### src/rtl/poll_tally_controller.sv
// Poll session controller: gates one ballot per voter authorisation, keeps
// saturating per-candidate counters and, after the poll closes, scans the
// counters one candidate per clock to produce winner, winning count and tie.
module poll_tally_controller #(
    parameter int NUM_CAND = 3,
    parameter int CAND_W   = 2,
    parameter int CNT_W    = 4
) (
    input  logic              clk,
    input  logic              rst_n,
    input  logic              open_poll,
    input  logic              close_poll,
    input  logic              voter_enable,
    input  logic              vote_valid,
    input  logic [CAND_W-1:0] vote_cand,
    output logic              ready_for_vote,
    output logic              vote_ack,
    output logic              vote_reject,
    output logic              busy,
    output logic              result_valid,
    output logic [CAND_W-1:0] winner_candidate,
    output logic [CNT_W-1:0]  winner_vote_count,
    output logic              tie,
    output logic              overflow,
    output logic [2:0]        state
);

    typedef enum logic [2:0] {
        ST_IDLE       = 3'd0,
        ST_WAIT_VOTER = 3'd1,
        ST_ARMED      = 3'd2,
        ST_TALLY      = 3'd3,
        ST_RESULT     = 3'd4
    } state_t;

    localparam logic [CNT_W-1:0] CNT_MAX = {CNT_W{1'b1}};

    state_t             state_r;
    state_t             state_nxt_s;

    logic [CNT_W-1:0]   cnt_r [NUM_CAND];
    logic [CAND_W-1:0]  scan_idx_r;
    logic [CNT_W-1:0]   best_r;
    logic [CAND_W-1:0]  best_idx_r;
    logic               scan_tie_r;

    logic [CNT_W-1:0]   scan_cnt_s;
    logic [CNT_W-1:0]   best_nxt_s;
    logic [CAND_W-1:0]  best_idx_nxt_s;
    logic               scan_tie_nxt_s;
    logic               scan_last_s;

    logic               clear_s;
    logic               vote_take_s;
    logic               cand_in_range_s;
    logic               vote_ok_s;
    logic               vote_bad_s;

    logic               ready_r;
    logic               ack_r;
    logic               reject_r;
    logic               busy_r;
    logic               result_valid_r;
    logic [CAND_W-1:0]  winner_cand_r;
    logic [CNT_W-1:0]   winner_cnt_r;
    logic               tie_r;
    logic               overflow_r;

    // Decode the qualified events of this cycle and select the counter under scan.
    always_comb begin
        cand_in_range_s = (int'(vote_cand) < NUM_CAND);
        clear_s         = open_poll && ((state_r == ST_IDLE) || (state_r == ST_RESULT));
        vote_take_s     = vote_valid && (state_r == ST_ARMED);
        vote_ok_s       = vote_take_s && cand_in_range_s;
        vote_bad_s      = vote_take_s && !cand_in_range_s;
        scan_last_s     = (int'(scan_idx_r) == (NUM_CAND - 1));
        scan_cnt_s      = {CNT_W{1'b0}};
        for (int i = 0; i < NUM_CAND; i++) begin
            scan_cnt_s = scan_cnt_s | (cnt_r[i] & {CNT_W{int'(scan_idx_r) == i}});
        end
    end

    // Running maximum update for the candidate currently under scan; the
    // strict greater-than keeps the lowest index on equal counts.
    always_comb begin
        best_nxt_s     = best_r;
        best_idx_nxt_s = best_idx_r;
        scan_tie_nxt_s = scan_tie_r;
        if (scan_idx_r == {CAND_W{1'b0}}) begin
            best_nxt_s     = scan_cnt_s;
            best_idx_nxt_s = {CAND_W{1'b0}};
            scan_tie_nxt_s = 1'b0;
        end else if (scan_cnt_s > best_r) begin
            best_nxt_s     = scan_cnt_s;
            best_idx_nxt_s = scan_idx_r;
            scan_tie_nxt_s = 1'b0;
        end else if (scan_cnt_s == best_r) begin
            scan_tie_nxt_s = 1'b1;
        end else begin
            scan_tie_nxt_s = scan_tie_r;
        end
    end

    // Next-state logic; close_poll outranks voter_enable and a ballot is
    // processed in the same cycle that closes the poll.
    always_comb begin
        state_nxt_s = state_r;
        case (state_r)
            ST_IDLE: begin
                if (open_poll) state_nxt_s = ST_WAIT_VOTER;
                else           state_nxt_s = ST_IDLE;
            end
            ST_WAIT_VOTER: begin
                if (close_poll)        state_nxt_s = ST_TALLY;
                else if (voter_enable) state_nxt_s = ST_ARMED;
                else                   state_nxt_s = ST_WAIT_VOTER;
            end
            ST_ARMED: begin
                if (close_poll)     state_nxt_s = ST_TALLY;
                else if (vote_ok_s) state_nxt_s = ST_WAIT_VOTER;
                else                state_nxt_s = ST_ARMED;
            end
            ST_TALLY: begin
                if (scan_last_s) state_nxt_s = ST_RESULT;
                else             state_nxt_s = ST_TALLY;
            end
            ST_RESULT: begin
                if (open_poll) state_nxt_s = ST_WAIT_VOTER;
                else           state_nxt_s = ST_RESULT;
            end
            default: state_nxt_s = ST_IDLE;
        endcase
    end

    // State register.
    always_ff @(posedge clk or negedge rst_n) begin
        if (!rst_n) state_r <= ST_IDLE;
        else        state_r <= state_nxt_s;
    end

    // Vote counters, overflow flag, tally scan and registered outputs.
    always_ff @(posedge clk or negedge rst_n) begin
        if (!rst_n) begin
            for (int i = 0; i < NUM_CAND; i++) cnt_r[i] <= {CNT_W{1'b0}};
            scan_idx_r     <= {CAND_W{1'b0}};
            best_r         <= {CNT_W{1'b0}};
            best_idx_r     <= {CAND_W{1'b0}};
            scan_tie_r     <= 1'b0;
            ready_r        <= 1'b0;
            ack_r          <= 1'b0;
            reject_r       <= 1'b0;
            busy_r         <= 1'b0;
            result_valid_r <= 1'b0;
            winner_cand_r  <= {CAND_W{1'b0}};
            winner_cnt_r   <= {CNT_W{1'b0}};
            tie_r          <= 1'b0;
            overflow_r     <= 1'b0;
        end else begin
            ack_r          <= vote_ok_s;
            reject_r       <= vote_bad_s;
            ready_r        <= (state_nxt_s == ST_ARMED);
            busy_r         <= (state_nxt_s == ST_TALLY);
            result_valid_r <= (state_nxt_s == ST_RESULT);

            if (clear_s) begin
                for (int i = 0; i < NUM_CAND; i++) cnt_r[i] <= {CNT_W{1'b0}};
                overflow_r    <= 1'b0;
                tie_r         <= 1'b0;
                winner_cand_r <= {CAND_W{1'b0}};
                winner_cnt_r  <= {CNT_W{1'b0}};
            end else if (vote_ok_s) begin
                for (int i = 0; i < NUM_CAND; i++) begin
                    if (int'(vote_cand) == i) begin
                        if (cnt_r[i] == CNT_MAX) overflow_r <= 1'b1;
                        else                     cnt_r[i]   <= cnt_r[i] + {{(CNT_W-1){1'b0}}, 1'b1};
                    end
                end
            end

            if (state_r == ST_TALLY) begin
                best_r     <= best_nxt_s;
                best_idx_r <= best_idx_nxt_s;
                scan_tie_r <= scan_tie_nxt_s;
                if (scan_last_s) begin
                    scan_idx_r    <= {CAND_W{1'b0}};
                    winner_cand_r <= best_idx_nxt_s;
                    winner_cnt_r  <= best_nxt_s;
                    tie_r         <= scan_tie_nxt_s;
                end else begin
                    scan_idx_r <= scan_idx_r + {{(CAND_W-1){1'b0}}, 1'b1};
                end
            end
        end
    end

    assign ready_for_vote    = ready_r;
    assign vote_ack          = ack_r;
    assign vote_reject       = reject_r;
    assign busy              = busy_r;
    assign result_valid      = result_valid_r;
    assign winner_candidate  = winner_cand_r;
    assign winner_vote_count = winner_cnt_r;
    assign tie               = tie_r;
    assign overflow          = overflow_r;
    assign state             = state_r;

endmodule

### config.mk
export PLATFORM = sky130hd
export DESIGN_NAME = poll_tally_controller
export DESIGN_NICKNAME = d
export VERILOG_FILES = /design/src/rtl/poll_tally_controller.sv
export SDC_FILE = /design/constraint.sdc
export NUM_CORES = 1
export LEC_CHECK = 0
export CORE_ASPECT_RATIO = 2
export CORE_MARGIN = 5
export CORE_UTILIZATION = 28
export DETAILED_ROUTE_END_ITERATION = 10
export SETUP_SLACK_MARGIN = 0.3
export SLEW_MARGIN = 20
export SYNTH_ARGS = -nofsm -noshare
export SYNTH_HDL_FRONTEND = slang
export SYNTH_SLANG_ARGS = --single-unit
### constraint.sdc
create_clock -name clk -period 6.5 [get_ports clk]
set_input_delay 0.975 -clock clk [delete_from_list [all_inputs] [get_ports clk]]
set_output_delay 0.975 -clock clk [all_outputs]
set_load 0.05 [all_outputs]
-- Word-level counts from Yosys, hierarchy flattened
Cells that the tools add are included.
- input port bits: 8
- output and inout bits: 16
- word-level logic and storage cells: 104
- register bits after elaboration: 37
- $lt $le $gt $ge: 2
- eq/ne operators: 18
- $add $sub $neg: 4
- mux-type cells: 41
- bitwise logic cells: 5
- reduce and logical (&&, ||, !) cells: 17
- operator list (cell ; count):
    $mux 4 ; 11
    $mux 12 ; 2
    $mux 2 ; 10
    $mux 1 ; 15
    $pmux 3 s5 ; 1
    $add 4x1->4 const B ; 3
    $and 4x4->4 ; 3
    $eq 3x2->1 const B ; 4
    $eq 4x4->1 const B ; 3
    $reduce_and 3->1 ; 3
    $eq 2x2->1 const B ; 4
    $or 4x4->4 ; 2
    $reduce_bool 2->1 ; 4
    $eq 3x3->1 const B ; 2
    $logic_not 2->1 ; 3
    $mux 3 ; 2
    $ne 2x2->1 const B ; 3
    $eq 4x4->1 ; 1
    $gt 4x4->1 ; 1
    $logic_and 1x1->1 ; 4
    $eq 3x1->1 const B ; 1
    $logic_not 3->1 ; 1
    $add 2x1->2 const B ; 1
    $lt 2x2->1 const B ; 1
    2 further kinds ; 2

-- Longest topological paths before layout
Gate-level depths: netlist of run 1.
- depth in word-level cells: 10
- mapped depth: 12
- gate-level depth less buffers: 10

-- Least setup slack after synthesis of run 1
Ideal clock, no wire load.
- kind: register to register
- from: register scan_idx_r[0]
- to: register best_r[0]
- cell stages (with the launch flop): 11
- library setup time: 0.125 ns
- slack: 4.081 ns
- arrival time: 2.294 ns
- data required time: 6.375 ns
- cell sequence: dfrtp_1 > clkbuf_1 > nor2b_1 > nand2_1 > o21ai_0 > ha_1 > nor2b_1 > o211ai_1 > a21oi_1 > a31oi_1 > mux2_2
- longest elaborated chain between the ends: 7
- elaborated cells between the ends (all ways): 12
- those cells by class: order compare (1); eq/ne (2); mux (2); bitwise (5); reduce/logical (2)
- ends and longest elaborated chain (item ; line ; source):
    start: declaration ; 42 ; logic [CAND_W-1:0] scan_idx_r;
    start signal: assignment ; 145 ; scan_idx_r <= {CAND_W{1'b0}};
    start signal: assignment ; 185 ; scan_idx_r <= {CAND_W{1'b0}};
    start signal: assignment ; 190 ; scan_idx_r <= scan_idx_r + {{(CAND_W-1){1'b0}}, 1'b1};
    $eq 2x2->1 / $logic_not 2->1 (equally long branches) ; 79 ; scan_cnt_s = scan_cnt_s | (cnt_r[i] & {CNT_W{int'(scan_idx_r) == i}});
    $and 4x4->4 ; 79 ;
    $or 4x4->4 (2 in series) ; 79 ;
    $gt 4x4->1 ; 93 ; end else if (scan_cnt_s > best_r) begin
    $mux 4 ; 93 ;
    $mux 4 (*) ; 89 ; if (scan_idx_r == {CAND_W{1'b0}}) begin
    end signal: assignment ; 146 ; best_r <= {CNT_W{1'b0}};
    end signal: assignment ; 181 ; best_r <= best_nxt_s;
    end: declaration ; 43 ; logic [CNT_W-1:0] best_r;
Every way passes the cells marked *; elsewhere a longest branch is shown, timed or not.
A chain may end at the register's enable or synchronous reset.

-- Final worst setup path of run 1
- from: register scan_idx_r[1]
- to: register best_r[1]
The elaborated chain is that of the path after synthesis.

==> results.sh, run 1 <==
export IMPL_wire_per_inst_um=13.8
export IMPL_drv_cap=0
export IMPL_finalSetupTns_ps=0
export IMPL_wl_um=4050
export IMPL_floorplan_initialDensity_pct=28.6
export IMPL_synth_mux_area_share_pct=9.31
export IMPL_clockBufferDepth=2
export IMPL_nets=220
export IMPL_avgSynthCellArea_um2=10.3
export IMPL_drc=0
export IMPL_worstSetupEndpointType="flop"
export IMPL_post_cts_setup_buffer_count=0
export IMPL_synth_cell_types=33
export IMPL_num_vias=1390
export IMPL_final_util_pct=35.5
export IMPL_path_class="reg2reg"
export IMPL_worst_pin_slew_ps=890
export IMPL_ys_flop_type="dfrtp_1"
export IMPL_drive_gt1_share_pct=7.28
export IMPL_critPathSlowestCell="a21oi_1"
export IMPL_cp_buffers_inverters=1
export IMPL_ant_nets=0
export IMPL_powerDensity_nw_per_um2=461
export IMPL_fin_crit_ps=3180
export IMPL_grt_pass1_wl_um=6950
export IMPL_cts_tree="built"
export IMPL_io_buffers=23
export IMPL_antenna_found_initial=0
export IMPL_crit_chain="mux2i_1 > o21ai_0 > inv_1 > ha_1 > and4_1 > a21oi_1 > a31oi_1 > mux2_2"
export IMPL_htree_levels=2
export IMPL_cts_sinks=37
export IMPL_crit_required_ps=6660
export IMPL_first_pass_iters=4
export IMPL_setup_viol=0
export IMPL_relSlewSlack_pct=40.7
export IMPL_slew_viol_final=0
export IMPL_area_delta_synth_final_pct=23.8
export IMPL_gp_congestion=0.816
export IMPL_yosys_area_share_xor_xnor_pct=4.19
export IMPL_avgViaCountPerCell=4.73
export IMPL_yosysSeqAreaShare_pct=49.2
export IMPL_synth_top_family_by_area="simple AND/OR/NAND/NOR gates"
export IMPL_cts_inserted_buffers=5
export IMPL_max_freq_mhz=315
export IMPL_seqCellArea_um2=926
export IMPL_slowest_delay_ps=690
export IMPL_holdWs_ps=495
export IMPL_cts_hold_buf=0
export IMPL_rows=42
export IMPL_yosys_area_share_simple_pct=19.3
export IMPL_ioPinCount=24
export IMPL_final_common_cell="dfrtp_1"
export IMPL_async_flop_share_pct=100
export IMPL_rsz0062_at_grt="false"
export IMPL_arrival_ps=3340
export IMPL_hold_violations=0
export IMPL_ys_ff_latch=37
export IMPL_cp_top_family="compound AO/OA/AOI/OAI gates"
export IMPL_run_status="complete, no violations"
export IMPL_die_h_um=126
export IMPL_synth_cells=182
export IMPL_fill_cells=682
export IMPL_die_w_um=68.0
export IMPL_multi_input_area_um2=891
export IMPL_syn_nets=197
export IMPL_period_share_pct=48.9
export IMPL_die_area_um2=8560
export IMPL_grt_max_degree=38
export IMPL_mostFrequentLayoutCells="dfrtp_1 (37), clkdlybuf4s50_1 (23), nor2_1 (17)"
export IMPL_p_leak_uw=0.00102
export IMPL_synth_compound_area_share_pct=9.91
export IMPL_syn_area_um2=1880
export IMPL_yosysWarnings=0
export IMPL_min_path_type="reg2reg"
export IMPL_core_um2=6570
export IMPL_hpwlAfterDp_um=3070
export IMPL_crit_path_start_kind="flop"
export IMPL_yosys_area_share_adder_pct=4.65
export IMPL_drtIter0Drc=78
export IMPL_grt_usage_pct=11.1
export IMPL_grt_overflow=0
export IMPL_cts_resized_gates=0
export IMPL_synth_edff_count=0
export IMPL_num_antenna_cells=0
export IMPL_finClkSkew_ps=2.94
export IMPL_grt_pass1_vias=1442
export IMPL_crit_fanout=12
export IMPL_clkTransAtPathRegs_ps=50
export IMPL_irDropWorstVdd_mv=0.123
export IMPL_cts_root_buf="clkbuf_16"
export IMPL_insertion_delay_ps=280
## registers in the layout, indices dropped and copies added (netlist names), 2 cells and up
| name | flops |
|---|---|
| winner_candidate | 2 |
| state | 3 |
| winner_vote_count | 4 |
| best_r | 4 |
| cnt_r | 12 |
| scan_idx_r | 2 |
| best_idx_r | 2 |
## area by class of cell
| cell class | count | area share, % |
|---|---|---|
| Inverter | 7 | 1.13 |
| Tap cell | 88 | 4.73 |
| Timing Repair Buffer | 24 | 10.2 |
| Multi-Input combinational cell | 130 | 38.2 |
| Clock inverter | 2 | 0.430 |
| Clock buffer | 6 | 5.53 |
| Sequential cell | 37 | 39.7 |
## kinds of logic after synthesis
kind of cell / after synthesis
simple gates: 66
flops: 37
compound gates: 31
mux: 17
buf+inv: 15
xor+xnor: 9
fa+ha+maj: 7
## metal layers
metal | up-vias | GRT usage, % | share of wire (%)
li1 | 684 | - | -
met1 | 671 | 9.80 | 33
met2 | 20 | 19.7 | 58
met3 | 15 | 3.03 | 2.8
met4 | 0 | 8.79 | 6.1
met5 | - | 0 | 0
## cells in the mapped netlist, types with 3 or more instances
library cell	number	area (um2)
dfrtp_1	37	926
nor2_1	17	63.8
nand2_1	15	56.3
mux2i_1	13	130
o21ai_0	12	60.1
a21oi_1	7	35.0
ha_1	7	87.6
inv_1	7	26.3
nand3_1	7	35.0
xor2_1	6	52.6
nor2b_1	5	31.3
buf_2	4	20.0
mux2_2	4	45.0
nand2b_1	4	25.0
o211ai_1	4	30.0
and3_1	3	18.8
clkbuf_1	3	11.3
nand4_1	3	18.8
nor3_1	3	15.0
xnor2_1	3	26.3
## path summary, 6_finish.rpt
check	from	end	slack, ps	depth (start not counted)
min reg2reg	winner_candidate[0]	winner_candidate[0]	490	2
min	winner_candidate[0]	winner_candidate[0]	490	2
max in group asynchronous	rst_n	winner_vote_count[2]	5050	2
max reg2reg	scan_idx_r[1]	best_r[1]	3320	8
max	scan_idx_r[1]	best_r[1]	3320	8
min in group asynchronous	rst_n	vote_reject	1120	2
## per-stage QoR
stage | setup WS, ps | std cells | power [uW] | cell area, um2
2_1_floorplan | 4080 | 182 | 728 | 1880
3_3_place_gp | 3370 | 286 | 849 | 2190
3_5_place_dp | 3330 | 286 | 856 | 2190
4_1_cts | 3320 | 294 | 1090 | 2330
5_1_grt | 3030 | 294 | 1160 | 2330
6_report | 3320 | 294 | 1080 | 2330
## worst min-delay path: cells and delay by family, from the launching register on
family	cells	cell delay [ps]
simple gates	1	60
compound gates	1	70
flops	1	340
## report_power, final
| part | total, uW | internal [uW] | switching [uW] |
|---|---|---|---|
| clock | 227 | 140 | 86.7 |
| sequential | 373 | 296 | 77.1 |
| combinational | 475 | 194 | 281 |
| total | 1080 | 630 | 445 |
Power figures use the tool's default switching activity.
==> inputs of run 2 (changes only) <==
==> constraint.sdc (replaced) <==
create_clock -name clk -period 2.7 [get_ports clk]
set_input_delay 0.405 -clock clk [delete_from_list [all_inputs] [get_ports clk]]
set_output_delay 0.405 -clock clk [all_outputs]
set_load 0.05 [all_outputs]
==> results.sh, run 2 (same netlist as run 1, synthesis figures left out) <==
export IMPL_setup_viol=0
export IMPL_placed_area_um2=2240
export IMPL_p_leak_uw=0.00112
export IMPL_cts_hold_buf=0
export IMPL_drc=0
export IMPL_grt_max_degree=38
export IMPL_num_antenna_cells=0
export IMPL_finalSetupTns_ps=0
export IMPL_io_buffers=23
export IMPL_fin_crit_ps=2400
export IMPL_finClkSkew_ps=3.42
export IMPL_largest_register="cnt_r"
export IMPL_path_class="reg2reg"
export IMPL_rsz0062_at_grt="true"
export IMPL_wire_per_inst_um=14.1
export IMPL_grt_pass1_vias=1505
export IMPL_crit_chain="buf_4 > mux2i_1 > o21ai_2 > ha_1 > and4_1 > a21oi_2 > a31oi_2 > buf_6 > mux2_4"
export IMPL_floorplan_initialDensity_pct=28.6
export IMPL_cp_buffers_inverters=2
export IMPL_cts_tree="built"
export IMPL_insertion_delay_ps=280
export IMPL_slowest_delay_ps=480
export IMPL_design_area_um2=2480
export IMPL_crit_fanout=7
export IMPL_area_delta_synth_final_pct=32.0
export IMPL_fill_cells=652
export IMPL_largest_reg_flops=12
export IMPL_final_common_cell="dfrtp_1"
export IMPL_die_w_um=68.0
export IMPL_ant_nets=0
export IMPL_period_share_pct=88.8
export IMPL_cts_root_buf="clkbuf_16"
export IMPL_avgViaCountPerCell=4.68
export IMPL_ioPinCount=24
export IMPL_die_area_um2=8560
export IMPL_final_util_pct=37.8
export IMPL_wl_um=4300
export IMPL_num_vias=1428
export IMPL_grt_overflow=0
export IMPL_run_status="complete, no violations"
export IMPL_irDropWorstVdd_mv=0.335
export IMPL_worst_pin_slew_ps=831
export IMPL_arrival_ps=2560
export IMPL_cts_sinks=37
export IMPL_htree_levels=2
export IMPL_critPathSlowestCell="dfrtp_2"
export IMPL_grt_usage_pct=11.0
export IMPL_drive_gt1_share_pct=17.1
export IMPL_relSlewSlack_pct=44.6
export IMPL_rows=42
export IMPL_drv_cap=0
export IMPL_drtIter0Drc=67
export IMPL_min_path_type="in2async"
export IMPL_mostFrequentLayoutCells="dfrtp_1 (36), clkdlybuf4s50_1 (22), nor2_1 (17)"
export IMPL_hpwlAfterDp_um=3150
export IMPL_slew_viol_final=0
export IMPL_die_h_um=126
export IMPL_powerDensity_nw_per_um2=1200
export IMPL_gp_congestion=0.768
export IMPL_max_freq_mhz=417
export IMPL_cp_top_family="multiplexers"
export IMPL_crit_path_start_kind="flop"
export IMPL_nets=231
export IMPL_clockBufferDepth=2
export IMPL_hold_violations=0
export IMPL_core_um2=6570
export IMPL_grt_pass1_wl_um=7070
export IMPL_antenna_found_initial=0
export IMPL_first_pass_iters=4
export IMPL_worstSetupEndpointType="flop"
export IMPL_clkTransAtPathRegs_ps=60
export IMPL_crit_required_ps=2860
export IMPL_cts_inserted_buffers=5
-- run 2: layout make-up --
class                   count  area [um2]  share of cell area [%]
clock buffers               7         153                    6.14
clock inverters             1        5.00                   0.201
inverters                   7        26.3                    1.06
multi-input cells         130         945                    38.0
flip-flops and latches     37         927                    37.3
well taps                  88         110                    4.43
repair buffers             35         319                    12.8
-- run 2: final timing paths --
kind / startpoint / endpoint / slack, ps / cells past startpoint
min reg2reg: winner_candidate[0] / winner_candidate[0] / 490 / 2
min: rst_n / best_r[3] / 220 / 1
max in group asynchronous: rst_n / scan_idx_r[1] / 1900 / 1
min in group clk: winner_candidate[0] / winner_candidate[0] / 490 / 2
max: scan_idx_r[1] / best_r[1] / 300 / 9
max reg2reg: scan_idx_r[1] / best_r[1] / 300 / 9
-- run 2: power by group --
group | total, uW | internal (uW) | switching, uW
combinational | 1480 | 692 | 789
clock | 608 | 391 | 217
sequential | 887 | 713 | 174
total | 2980 | 1800 | 1180
-- run 2: through the flow --
| stage | setup WS, ps | std cells | power (uW) | hold slack [ps] |
|---|---|---|---|---|
| after floorplan | 332 | 182 | 1770 | 109 |
| after global placement | 145 | 293 | 2180 | 480 |
| after detailed placement | 127 | 293 | 2210 | 490 |
| after CTS | 337 | 302 | 2870 | 257 |
| after global routing | 211 | 305 | 3160 | 316 |
| final | 304 | 305 | 2980 | 223 |
-- run 2: timing repair --
action                                  CTS  global route
resized for setup                         7            12
pin swaps                                 1             5
endpoints found under the setup margin   11            10
endpoints found under the hold margin     0             0
buffers inserted                          1             3
-- run 2: metal layers --
metal	vias up	GRT usage [%]	share of wire [%]
met5	-	0	0
met4	0	6.57	3.4
met3	8	1.96	2.4
met2	21	20.3	58
met1	698	10.5	36
li1	701	-	-
